<file path="config.mk">
export PLATFORM = sky130hd
export DESIGN_NAME = ov7670_capture
export DESIGN_NICKNAME = d
export VERILOG_FILES = /design/src/rtl/ov7670_capture.sv
export SDC_FILE = /design/constraint.sdc
export NUM_CORES = 1
export LEC_CHECK = 0
export ABC_CLOCK_PERIOD_IN_PS = 1800
export BUFFER_PORTS_ARGS = -buffer_cell sky130_fd_sc_hd__buf_2
export CORE_MARGIN = 5
export CORE_UTILIZATION = 49
export DETAILED_ROUTE_END_ITERATION = 16
export PLACE_DENSITY = 0.74
export SLEW_MARGIN = 20
export SYNTH_ARGS = -nofsm -noshare
export SYNTH_HDL_FRONTEND = slang
export SYNTH_SLANG_ARGS = --single-unit
export TNS_END_PERCENT = 1
</file>
<file path="constraint.sdc">
create_clock -name clk -period 1.8 [get_ports clk]
set_clock_uncertainty 0.2 [all_clocks]
set_input_delay 0.18 -clock clk [delete_from_list [all_inputs] [get_ports clk]]
set_output_delay 0.18 -clock clk [all_outputs]
set_load 0.03 [all_outputs]
</file>
<file path="src/rtl/ov7670_capture.sv">
// OV7670 QVGA RGB444 capture: byte pairs -> 12-bit pixels with a linear frame-buffer write address.
// Define CAPTURE_STATS_EN to add per-frame statistics outputs (frame_cnt, last_lines, last_pixels, geom_err).
module ov7670_capture #(
    parameter int unsigned H_RES  = 320,
    parameter int unsigned V_RES  = 240,
    parameter int unsigned ADDR_W = 17
) (
    input  logic              clk,
    input  logic              reset,
    input  logic              enable,
    input  logic              vsync,
    input  logic              href,
    input  logic [7:0]        d,
    output logic              we,
    output logic [ADDR_W-1:0] wAddr,
    output logic [11:0]       wData,
    output logic              busy,
    output logic              frame_done,
    output logic              overflow
`ifdef CAPTURE_STATS_EN
    ,
    output logic [15:0]       frame_cnt,
    output logic [8:0]        last_lines,
    output logic [ADDR_W-1:0] last_pixels,
    output logic              geom_err
`endif
);

    localparam int unsigned     TotalPix  = H_RES * V_RES;
    localparam logic [ADDR_W:0] PIX_TOTAL = TotalPix[ADDR_W:0];

    typedef enum logic [1:0] {StIdle, StSync, StArm, StCapture} state_e;

    state_e            r_state;
    logic              r_vsync_q, r_vsync_qq, r_href_q, r_href_qq;
    logic [7:0]        r_d_q;
    logic              r_phase;
    logic [3:0]        r_red;
    logic [ADDR_W:0]   r_pix_cnt;
    logic              r_we, r_busy, r_frame_done, r_overflow;
    logic [ADDR_W-1:0] r_waddr;
    logic [11:0]       r_wdata;

    logic w_vs_rise, w_vs_fall, w_href_fall, w_capture, w_pix_ready, w_room, w_wr;

    assign w_vs_rise   = r_vsync_q & ~r_vsync_qq;
    assign w_vs_fall   = ~r_vsync_q & r_vsync_qq;
    assign w_href_fall = ~r_href_q & r_href_qq;
    assign w_capture   = (r_state == StCapture);
    assign w_pix_ready = w_capture & r_href_q & r_phase;
    assign w_room      = (r_pix_cnt < PIX_TOTAL);
    assign w_wr        = w_pix_ready & w_room;

    always_ff @(posedge clk) begin
        if (reset) begin
            r_state      <= StIdle;
            r_vsync_q    <= 1'b0;
            r_vsync_qq   <= 1'b0;
            r_href_q     <= 1'b0;
            r_href_qq    <= 1'b0;
            r_d_q        <= '0;
            r_phase      <= 1'b0;
            r_red        <= '0;
            r_pix_cnt    <= '0;
            r_we         <= 1'b0;
            r_busy       <= 1'b0;
            r_frame_done <= 1'b0;
            r_overflow   <= 1'b0;
            r_waddr      <= '0;
            r_wdata      <= '0;
        end else begin
            r_vsync_q    <= vsync;
            r_vsync_qq   <= r_vsync_q;
            r_href_q     <= href;
            r_href_qq    <= r_href_q;
            r_d_q        <= d;
            r_we         <= 1'b0;
            r_frame_done <= 1'b0;
            case (r_state)
                StIdle: begin
                    if (enable) r_state <= StSync;
                end
                StSync: begin
                    if (!enable)        r_state <= StIdle;
                    else if (w_vs_rise) r_state <= StArm;
                end
                StArm: begin
                    if (!enable) begin
                        r_state <= StIdle;
                    end else if (w_vs_fall) begin
                        r_state   <= StCapture;
                        r_busy    <= 1'b1;
                        r_pix_cnt <= '0;
                        r_phase   <= 1'b0;
                        r_waddr   <= '0;
                    end
                end
                StCapture: begin
                    if (r_href_q) begin
                        r_phase <= ~r_phase;
                        if (!r_phase) r_red <= r_d_q[3:0];
                    end else if (w_href_fall) begin
                        // An odd trailing byte is discarded here.
                        r_phase <= 1'b0;
                    end
                    if (w_wr) begin
                        r_we      <= 1'b1;
                        r_wdata   <= {r_red, r_d_q};
                        r_waddr   <= r_pix_cnt[ADDR_W-1:0];
                        r_pix_cnt <= r_pix_cnt + 1'b1;
                    end else if (w_pix_ready) begin
                        r_overflow <= 1'b1;
                    end
                    // The frame always completes; enable only picks the next state.
                    if (w_vs_rise) begin
                        r_frame_done <= 1'b1;
                        r_busy       <= 1'b0;
                        r_state      <= enable ? StArm : StIdle;
                    end
                end
                default: begin
                    r_state <= StIdle;
                    r_busy  <= 1'b0;
                end
            endcase
        end
    end

    assign we         = r_we;
    assign wAddr      = r_waddr;
    assign wData      = r_wdata;
    assign busy       = r_busy;
    assign frame_done = r_frame_done;
    assign overflow   = r_overflow;

`ifdef CAPTURE_STATS_EN
    localparam logic [8:0] LINES_EXP = V_RES[8:0];

    logic [8:0]        r_line_cnt, r_last_lines;
    logic [15:0]       r_frame_cnt;
    logic [ADDR_W-1:0] r_last_pixels;
    logic              r_geom_err;
    logic              w_arm_go;
    logic [8:0]        w_lines_now;
    logic [ADDR_W:0]   w_pix_now;

    assign w_arm_go    = (r_state == StArm) && enable && w_vs_fall;
    assign w_lines_now = r_line_cnt + {8'd0, w_capture & w_href_fall};
    assign w_pix_now   = r_pix_cnt + {{ADDR_W{1'b0}}, w_wr};

    always_ff @(posedge clk) begin
        if (reset) begin
            r_line_cnt    <= '0;
            r_last_lines  <= '0;
            r_frame_cnt   <= '0;
            r_last_pixels <= '0;
            r_geom_err    <= 1'b0;
        end else begin
            if (w_arm_go)                       r_line_cnt <= '0;
            else if (w_capture && w_href_fall) r_line_cnt <= w_lines_now;
            // Latch alongside frame_done, including a write landing in the same cycle.
            if (w_capture && w_vs_rise) begin
                r_frame_cnt   <= r_frame_cnt + 16'd1;
                r_last_lines  <= w_lines_now;
                r_last_pixels <= w_pix_now[ADDR_W-1:0];
                if (w_lines_now != LINES_EXP || w_pix_now != PIX_TOTAL) r_geom_err <= 1'b1;
            end
        end
    end

    assign frame_cnt   = r_frame_cnt;
    assign last_lines  = r_last_lines;
    assign last_pixels = r_last_pixels;
    assign geom_err    = r_geom_err;
`endif

endmodule

</file>
==> metrics.md, run 1 <==
| Metric | Value |
|---|---|
| CTS tree | `done` |
| Die Wd | `83.7 microns` |
| Mean Syn Cell Area | `9.34 sq um` |
| Outcome | `finished, violations left` |
| Final hold violation count | `0` |
| Routed length per instance | `13.4 microns` |
| Post-route insts no fill | `466` |
| Failing checks | `negative setup slack` |
| Vias in the first global route | `2370` |
| Total Wirelength | `6230 microns` |
| Area delta synth->final | `37.8%` |
| Maximum clock frequency | `535 MHz` |
| Cell Rows | `26` |
| Worst VDD drop | `0.565 mV` |
| First-pass GRT wire length | `10700 microns` |
| CTS clk-pin slew, worst paths | `0.08 ns` |
| Initial antenna violation count | `0` |
| Startpoint Class | `flop` |
| Die Y | `83.7 microns` |
| Final worst slack | `-0.0688 ns` |
| Yosys warns | `0` |
| Least-Margin Pin Slew | `0.374 ns` |
| Sequential area share after synthesis | `0.527` |
| Top_reg_cell synth | `dfxtp_1` |
| Slew Limit Headroom | `0.750` |
| #FFs+latches synth | `70` |
| Tmin final | `1.87 ns` |
| Worst skew pair latency | `0.34 ns` |
| Post-synth EDFFs | `0` |
| Clk sink count | `70` |
| Fraction of layout cells with a size suffix above 1 | `0.338` |
| PwrDens | `780 nW/um^2` |
| CP max FO | `5` |
| Core ar. | `5200 sq um` |
| Drt drc | `0` |
| DIE AREA | `7000 sq um` |
| Syn nets | `299` |
| Final Util | `0.704` |
| Hold Crit Class | `input pin to flop` |
| Clk buf depth | `2` |
| Placed wire-length estimate | `4410 microns` |
| Tot GR Track Use | `0.186` |
| Synth cell types | `48` |
| I/O pins | `46` |
| Total CTS buffers | `9` |
| Required @ worst endpoint | `1.87 ns` |
| Starting Density | `0.511` |
| Mapped Cells | `285` |
| Synthesized cell area | `2660 sq um` |
| Lkg Pwr | `1.59 nW` |
| First-pass iteration count of the detailed router | `4` |
| Placed Cells | `436` |
| ANT nets after route | `0` |
| Unrepaired setup endpoints after global routing | `yes` |
| Final number of max-transition violations | `0` |
| # setup viols final | `2` |
| CP Class | `flop to flop` |
| Arr. time, crit path | `1.94 ns` |
| Largest net degree at the start of global routing | `36` |
| DRT iter0 DRCs | `124` |
| GPL Wtd Cong | `0.854` |
| Vias per inst | `5.15` |
| CP endpoint kind | `flop` |
| Final #Nets | `405` |
| Root Buffer | `clkbuf_8` |
| Routed vias | `2398` |
| Final period util | `1.04` |
| H-tree depth | `3` |
| Synth async-reset ratio | `0` |
| # Max-Cap Violations | `0` |
| Diodes inserted | `0` |
| Grt ovf | `0` |
| PortBufs | `45` |
[cells in the final DEF, fill, tap and decap left out, types with 3 or more instances in the layout]
cell / netlist / layout
a21o_1: 3 / 3
a21oi_1: 25 / 24
a22o_1: 16 / 16
and2_1: 3 / 3
buf_2: 3 / 45
buf_4: 1 / 50
clkbuf_8: 0 / 9
dfxtp_1: 70 / 64
dfxtp_2: 0 / 4
dlygate4sd3_1: 0 / 12
inv_1: 5 / 5
inv_6: 0 / 4
mux2i_1: 4 / 4
nand2_1: 39 / 38
nand2b_1: 4 / 4
nand3_1: 10 / 10
nand4_1: 4 / 4
nor2_1: 19 / 18
nor2b_1: 12 / 12
nor3_1: 3 / 3
o21ai_0: 17 / 15
o21ai_1: 1 / 3
[critical path, stage by stage (launching register included)]
cell and delay [ns]:
dfxtp_1 0.32, o21a_1 0.21, a311oi_4 0.22, buf_6 0.17, nand2_4 0.06, or4_1 0.47, a21oi_1 0.14
[power by group]
group	total (mW)	switching (mW)	internal, mW
registers	1.57	0.00826	1.56
logic	0.0997	0.0453	0.0544
clock network	1.19	0.658	0.531
[worst paths after layout]
| check | start | cells past startpoint | endpoint | slack (ns) |
|---|---|---|---|---|
| worst max-delay path | r_pix_cnt[15]$_SDFFE_PP0P_ | 6 | r_pix_cnt[12]$_SDFFE_PP0P_ | -0.07 |
| worst min-delay path | enable | 4 | r_state[0]$_SDFFE_PP0P_ | 0.12 |
| worst max register to register | r_pix_cnt[15]$_SDFFE_PP0P_ | 6 | r_pix_cnt[12]$_SDFFE_PP0P_ | -0.07 |
| worst min register to register | r_d_q[6]$_SDFF_PP0_ | 2 | wData[6]$_SDFFE_PP0P_ | 0.24 |
[per-stage QoR]
step                      hold slack [ns]  power (mW)  setup TNS, ns  area [sq um]  worst slack (ns)
after global routing                0.103        2.98         -0.840          3670            -0.141
final                               0.115        2.86         -0.117          3670           -0.0688
after detailed placement            0.192        1.69          -1.95          3290            -0.144
after floorplan                     0.108        1.65          -1.24          2680           -0.0888
after CTS                          0.0999        2.89        -0.0838          3630           -0.0444
after global placement              0.188        1.68          -1.34          3290            -0.132
[per-layer routing]
metal / vias up / wire (microns) / global-route usage / part of all wire
met1: 1107 / 2800 / 0.227 / 0.45
met5: - / 0 / 0 / 0
li1: 1225 / - / - / -
met3: 14 / 286 / 0.0474 / 0.046
met2: 52 / 3000 / 0.309 / 0.48
met4: 0 / 139 / 0.0848 / 0.022
[Yosys cell counts, drive strengths merged, types with 2 or more instances]
cell type / n / area share
a21o: 3 / 0.0085
a21oi: 25 / 0.047
a22o: 16 / 0.053
a22oi: 2 / 0.0056
a311oi: 2 / 0.013
a31oi: 2 / 0.0047
and2: 3 / 0.0071
and3: 2 / 0.0066
buf: 8 / 0.024
clkbuf: 7 / 0.010
dfxtp: 70 / 0.53
inv: 5 / 0.0071
mux2i: 4 / 0.015
nand2: 40 / 0.059
nand2b: 4 / 0.0094
nand3: 10 / 0.019
nand3b: 2 / 0.0056
nand4: 4 / 0.0094
nor2: 19 / 0.027
nor2b: 12 / 0.028
nor3: 3 / 0.0056
nor3b: 2 / 0.0056
nor4: 2 / 0.0047
o21a: 2 / 0.0056
o21ai: 18 / 0.034
or3: 4 / 0.0094
or4: 2 / 0.0056
[area by class of cell]
type	instances	area, sq um
multi-input cells	194	1190
flip-flops and latches	70	1410
clock buffers	9	124
inverters	6	27.5
fillers	412	1540
well taps	70	87.6
clock inverters	7	62.6
repair buffers	110	763
[state kept, by name, summed over array words and instances (netlist names)]
signal / flops
wAddr: 17
r_vsync_q: 1
r_phase: 1
frame_done: 1
r_href_q: 1
r_pix_cnt: 18
we: 1
r_vsync_qq: 1
wData: 12
r_d_q: 8
busy: 1
r_red: 4
r_state: 2
r_href_qq: 1
overflow: 1
[logic make-up (layout without fill, tap and decap cells)]
group	count (synthesis)	in the layout	synth area share
AND/OR/NAND/NOR	113	113	0.215
AO/OA/AOI/OAI	76	76	0.196
flip-flops	70	70	0.527
buffers and inverters	21	132	0.0432
multiplexers	4	4	0.0150
adder cells (fa/ha/maj)	1	1	0.00470
[what timing repair did]
item,in CTS,in global routing
setup buffers,2,0
hold buffers,12,0
pin swaps,6,4
resized for setup,8,9
setup endpoints to repair,34,34
endpoints found under the hold margin,13,0
Note: power is estimated with default switching activity, not from simulation.
==> run 2, diff against run 1 <==
--- a/config.mk
+++ b/config.mk
@@ -8,9 +8,9 @@
 export ABC_CLOCK_PERIOD_IN_PS = 1800
 export BUFFER_PORTS_ARGS = -buffer_cell sky130_fd_sc_hd__buf_2
 export CORE_MARGIN = 5
-export CORE_UTILIZATION = 49
+export CORE_UTILIZATION = 30
 export DETAILED_ROUTE_END_ITERATION = 16
-export PLACE_DENSITY = 0.74
+export HOLD_SLACK_MARGIN = 0.12
 export SLEW_MARGIN = 20
 export SYNTH_ARGS = -nofsm -noshare
 export SYNTH_HDL_FRONTEND = slang
==> run 2 against run 1 <==
  * The flow still finishes with violations (negative setup slack)
  * Register-to-register slack is essentially flat
  * Cell count grew 9.9%
  * Global-route usage shrank 5.9 points
  * Combinational power grew 42%
  * Worst setup slack lost 0.0041 ns
  * Power grew 8.3%
  * Largest cell class unchanged
==> metrics.md, run 2 (synthesized netlist as in run 1, its figures left out) <==
| Metric | Value |
|---|---|
| Switching power | `671 uW (-5.7%)` |
| Routed length per instance | `13.2 microns (-1.5%)` |
| Post-DP Area | `3330 sq um (+1.4%)` |
| FF+latch area | `1410 sq um (unchanged)` |
| Initial antenna violation count | `0 (unchanged)` |
| Maximum clock frequency | `534 MHz (-0.22%)` |
| CP max FO | `4 (-1)` |
| Startpoint Class | `flop` |
| DRT iter0 DRCs | `86 (-31%)` |
| Routed vias | `2444 (+1.9%)` |
| Worst VDD drop | `0.396 mV (-30%)` |
| Failing checks | `negative setup slack` |
| Grt ovf | `0 (unchanged)` |
| # Max-Cap Violations | `0 (unchanged)` |
| PortBufs | `45 (unchanged)` |
| Most common cell after layout, fill and taps aside | `dfxtp_1` |
| Slew Limit Headroom | `0.732 (-0.0172)` |
| Worst setup startpoint | `r_pix_cnt[1]$_SDFFE_PP0P_` |
| Final period util | `1.04 (+0.00226)` |
| Final worst slack | `-0.0729 ns (-0.00407 ns)` |
| Diodes inserted | `0 (unchanged)` |
| H-tree depth | `3 (unchanged)` |
| Slowest cell on the critical path | `or4_4` |
| # setup viols final | `25 (+23)` |
| PwrDens | `781 nW/um^2 (+0.18%)` |
| Die Wd | `104 microns (+24%)` |
| First-pass iteration count of the detailed router | `4 (unchanged)` |
| CTS clk-pin slew, worst paths | `0.08 ns (about the same)` |
| Sw Ratio | `0.217 (-0.0321)` |
| Vias per inst | `4.77 (-7.2%)` |
| Internal | `2.42 mW (+13%)` |
| Root Buffer | `clkbuf_8` |
| Setup TNS | `-1.14 ns (-1.02 ns)` |
| Largest reg by FF count | `r_pix_cnt` |
| Area delta synth->final | `48.9%` |
| First-pass GRT wire length | `11300 microns (+5.6%)` |
| Vias in the first global route | `2376 (+0.25%)` |
| Total Wirelength | `6740 microns (+8.2%)` |
| Outcome | `finished, violations left` |
| Unrepaired setup endpoints after global routing | `yes` |
| Crit path cell chain | `ha_4 > and4_4 > nand4_1 > buf_4 > or4_4 > a21oi_2` |
| Worst hold slack | `0.203 ns (+0.0877 ns)` |
| Final number of max-transition violations | `0 (unchanged)` |
| Clock power frac | `0.447 (+0.031)` |
| GPL Wtd Cong | `0.870 (+1.9%)` |
| Cell count along the critical path | `6 (unchanged)` |
| FF-to-FF End | `r_pix_cnt[12]$_SDFFE_PP0P_` |
| Placed wire-length estimate | `4560 microns (+3.5%)` |
| Max FFs per register | `18 (unchanged)` |
| Worst Setup EP | `r_pix_cnt[12]$_SDFFE_PP0P_` |
| Fill cells | `837 (+100%)` |
| CTS tree | `done` |
| Post-route design area | `3960 sq um (+8.1%)` |
| Arr. time, crit path | `1.95 ns (about the same)` |
| Largest delay share family, worst path | `simple AND/OR/NAND/NOR gates` |
| Starting Density | `0.307 (-0.205)` |
| Layer with the highest usage | `met2` |
| DIE AREA | `10900 sq um (+55%)` |
| Drt drc | `0 (unchanged)` |
| Lkg Pwr | `1.67 nW (+5.2%)` |
| Met1 Use GR | `0.151 (-0.0756)` |
| Fraction of layout cells with a size suffix above 1 | `0.386 (+0.0478)` |
| Largest net degree at the start of global routing | `34 (-5.6%)` |
| Final #Nets | `413 (+2.0%)` |
| Area of the multi-input gates | `1260 sq um (+5.8%)` |
| Total CTS buffers | `9 (unchanged)` |
| Clk sink count | `70 (unchanged)` |
| CP endpoint kind | `flop` |
| Cell Rows | `34 (+31%)` |
| Hold Crit Class | `input pin to flop` |
| CP Class | `flop to flop` |
| Worst skew pair latency | `0.35 ns (about the same)` |
| Final hold violation count | `0 (unchanged)` |
| I/O pins | `46 (unchanged)` |
| Die Y | `104 microns (+24%)` |
| Clk buf depth | `2 (unchanged)` |
| Tot GR Track Use | `0.128 (-0.0587)` |
| Critical path buffers and inverters | `1 (unchanged)` |
| ANT nets after route | `0 (unchanged)` |
| Core ar. | `8680 sq um (+67%)` |
| Most frequent cells in the layout | `dfxtp_1 (64), buf_4 (46), buf_2 (45)` |
| Combinational share of power | `0.046 (+0.011)` |
| Tmin final | `1.87 ns (+0.00407 ns)` |
| Met3 usage | `0.0410 (-0.00642)` |
| Met2 GRT Util | `0.209 (-0.100)` |
| Reg power frac | `0.507 (-0.042)` |
| Flop2flop setup slack | `-0.07 ns (about the same)` |
| Least-Margin Pin Slew | `0.398 ns (+0.0234 ns)` |
| Required @ worst endpoint | `1.88 ns (about the same)` |
| Max incr delay on CP | `0.48 ns (about the same)` |
| R2R depth | `6 (unchanged)` |
| Reg-to-Reg Start | `r_pix_cnt[1]$_SDFFE_PP0P_` |
-- run 2: how the worst min path moves through the flow --
stage	start	endpoint	slack, ns	cells past startpoint
final	enable	busy$_SDFFE_PP0P_	0.20	6
after detailed placement	vsync	r_vsync_q$_SDFF_PP0_	0.19	2
after global placement	d[5]	r_d_q[5]$_SDFF_PP0_	0.19	2
after CTS	enable	busy$_SDFFE_PP0P_	0.16	6
after floorplan	d[0]	r_d_q[0]$_SDFF_PP0_	0.11	1
after global routing	enable	busy$_SDFFE_PP0P_	0.20	6
-- run 2: what timing repair did --
action / in CTS / in global routing
hold buffers: 14 / 0
endpoints found under the hold margin: 20 / 0
pin swaps: 17 / 7
gates resized for setup: 25 / 22
setup buffers: 8 / 0
gates cloned: 2 / 0
endpoints found under the setup margin: 30 / 48
-- run 2: power groups by stage --
stage	clock network, mW	registers [mW]	logic [mW]
floorplan	0	1.61	0.0440
global placement	0	1.61	0.0824
detailed placement	0	1.61	0.0830
CTS	1.44	1.57	0.138
global route	1.51	1.57	0.154
finish	1.38	1.57	0.142
-- run 2: final cells by class --
cell class	instances	area share
clock inverters	6	0.0218
multi-input cells	194	0.317
well taps	108	0.0341
inverters	6	0.00695
repair buffers	118	0.231
flip-flops and latches	70	0.357
clock buffers	10	0.0322
-- run 2: worst reg2reg max path, stage by stage, from the launching register on --
cell and delay, ns:
dfxtp_4 0.38, ha_4 0.13, and4_4 0.21, nand4_1 0.11, buf_4 0.18, or4_4 0.48
a21oi_2 0.12
-- run 2: per-layer routing --
layer	part of all wire	routed length [microns]
met5	0	0
met4	0.021	141
met3	0.058	392
met2	0.48	3220
met1	0.44	2990
-- run 2: metrics by stage --
step | worst slack, ns | power, mW | util | cells
after floorplan | -0.0888 | 1.65 | - | 285
after global placement | -0.0907 | 1.69 | 0.384 | 472
after detailed placement | -0.105 | 1.69 | 0.384 | 472
after CTS | -0.0779 | 3.15 | 0.447 | 512
after global routing | -0.141 | 3.24 | 0.457 | 512
final | -0.0729 | 3.09 | 0.457 | 512
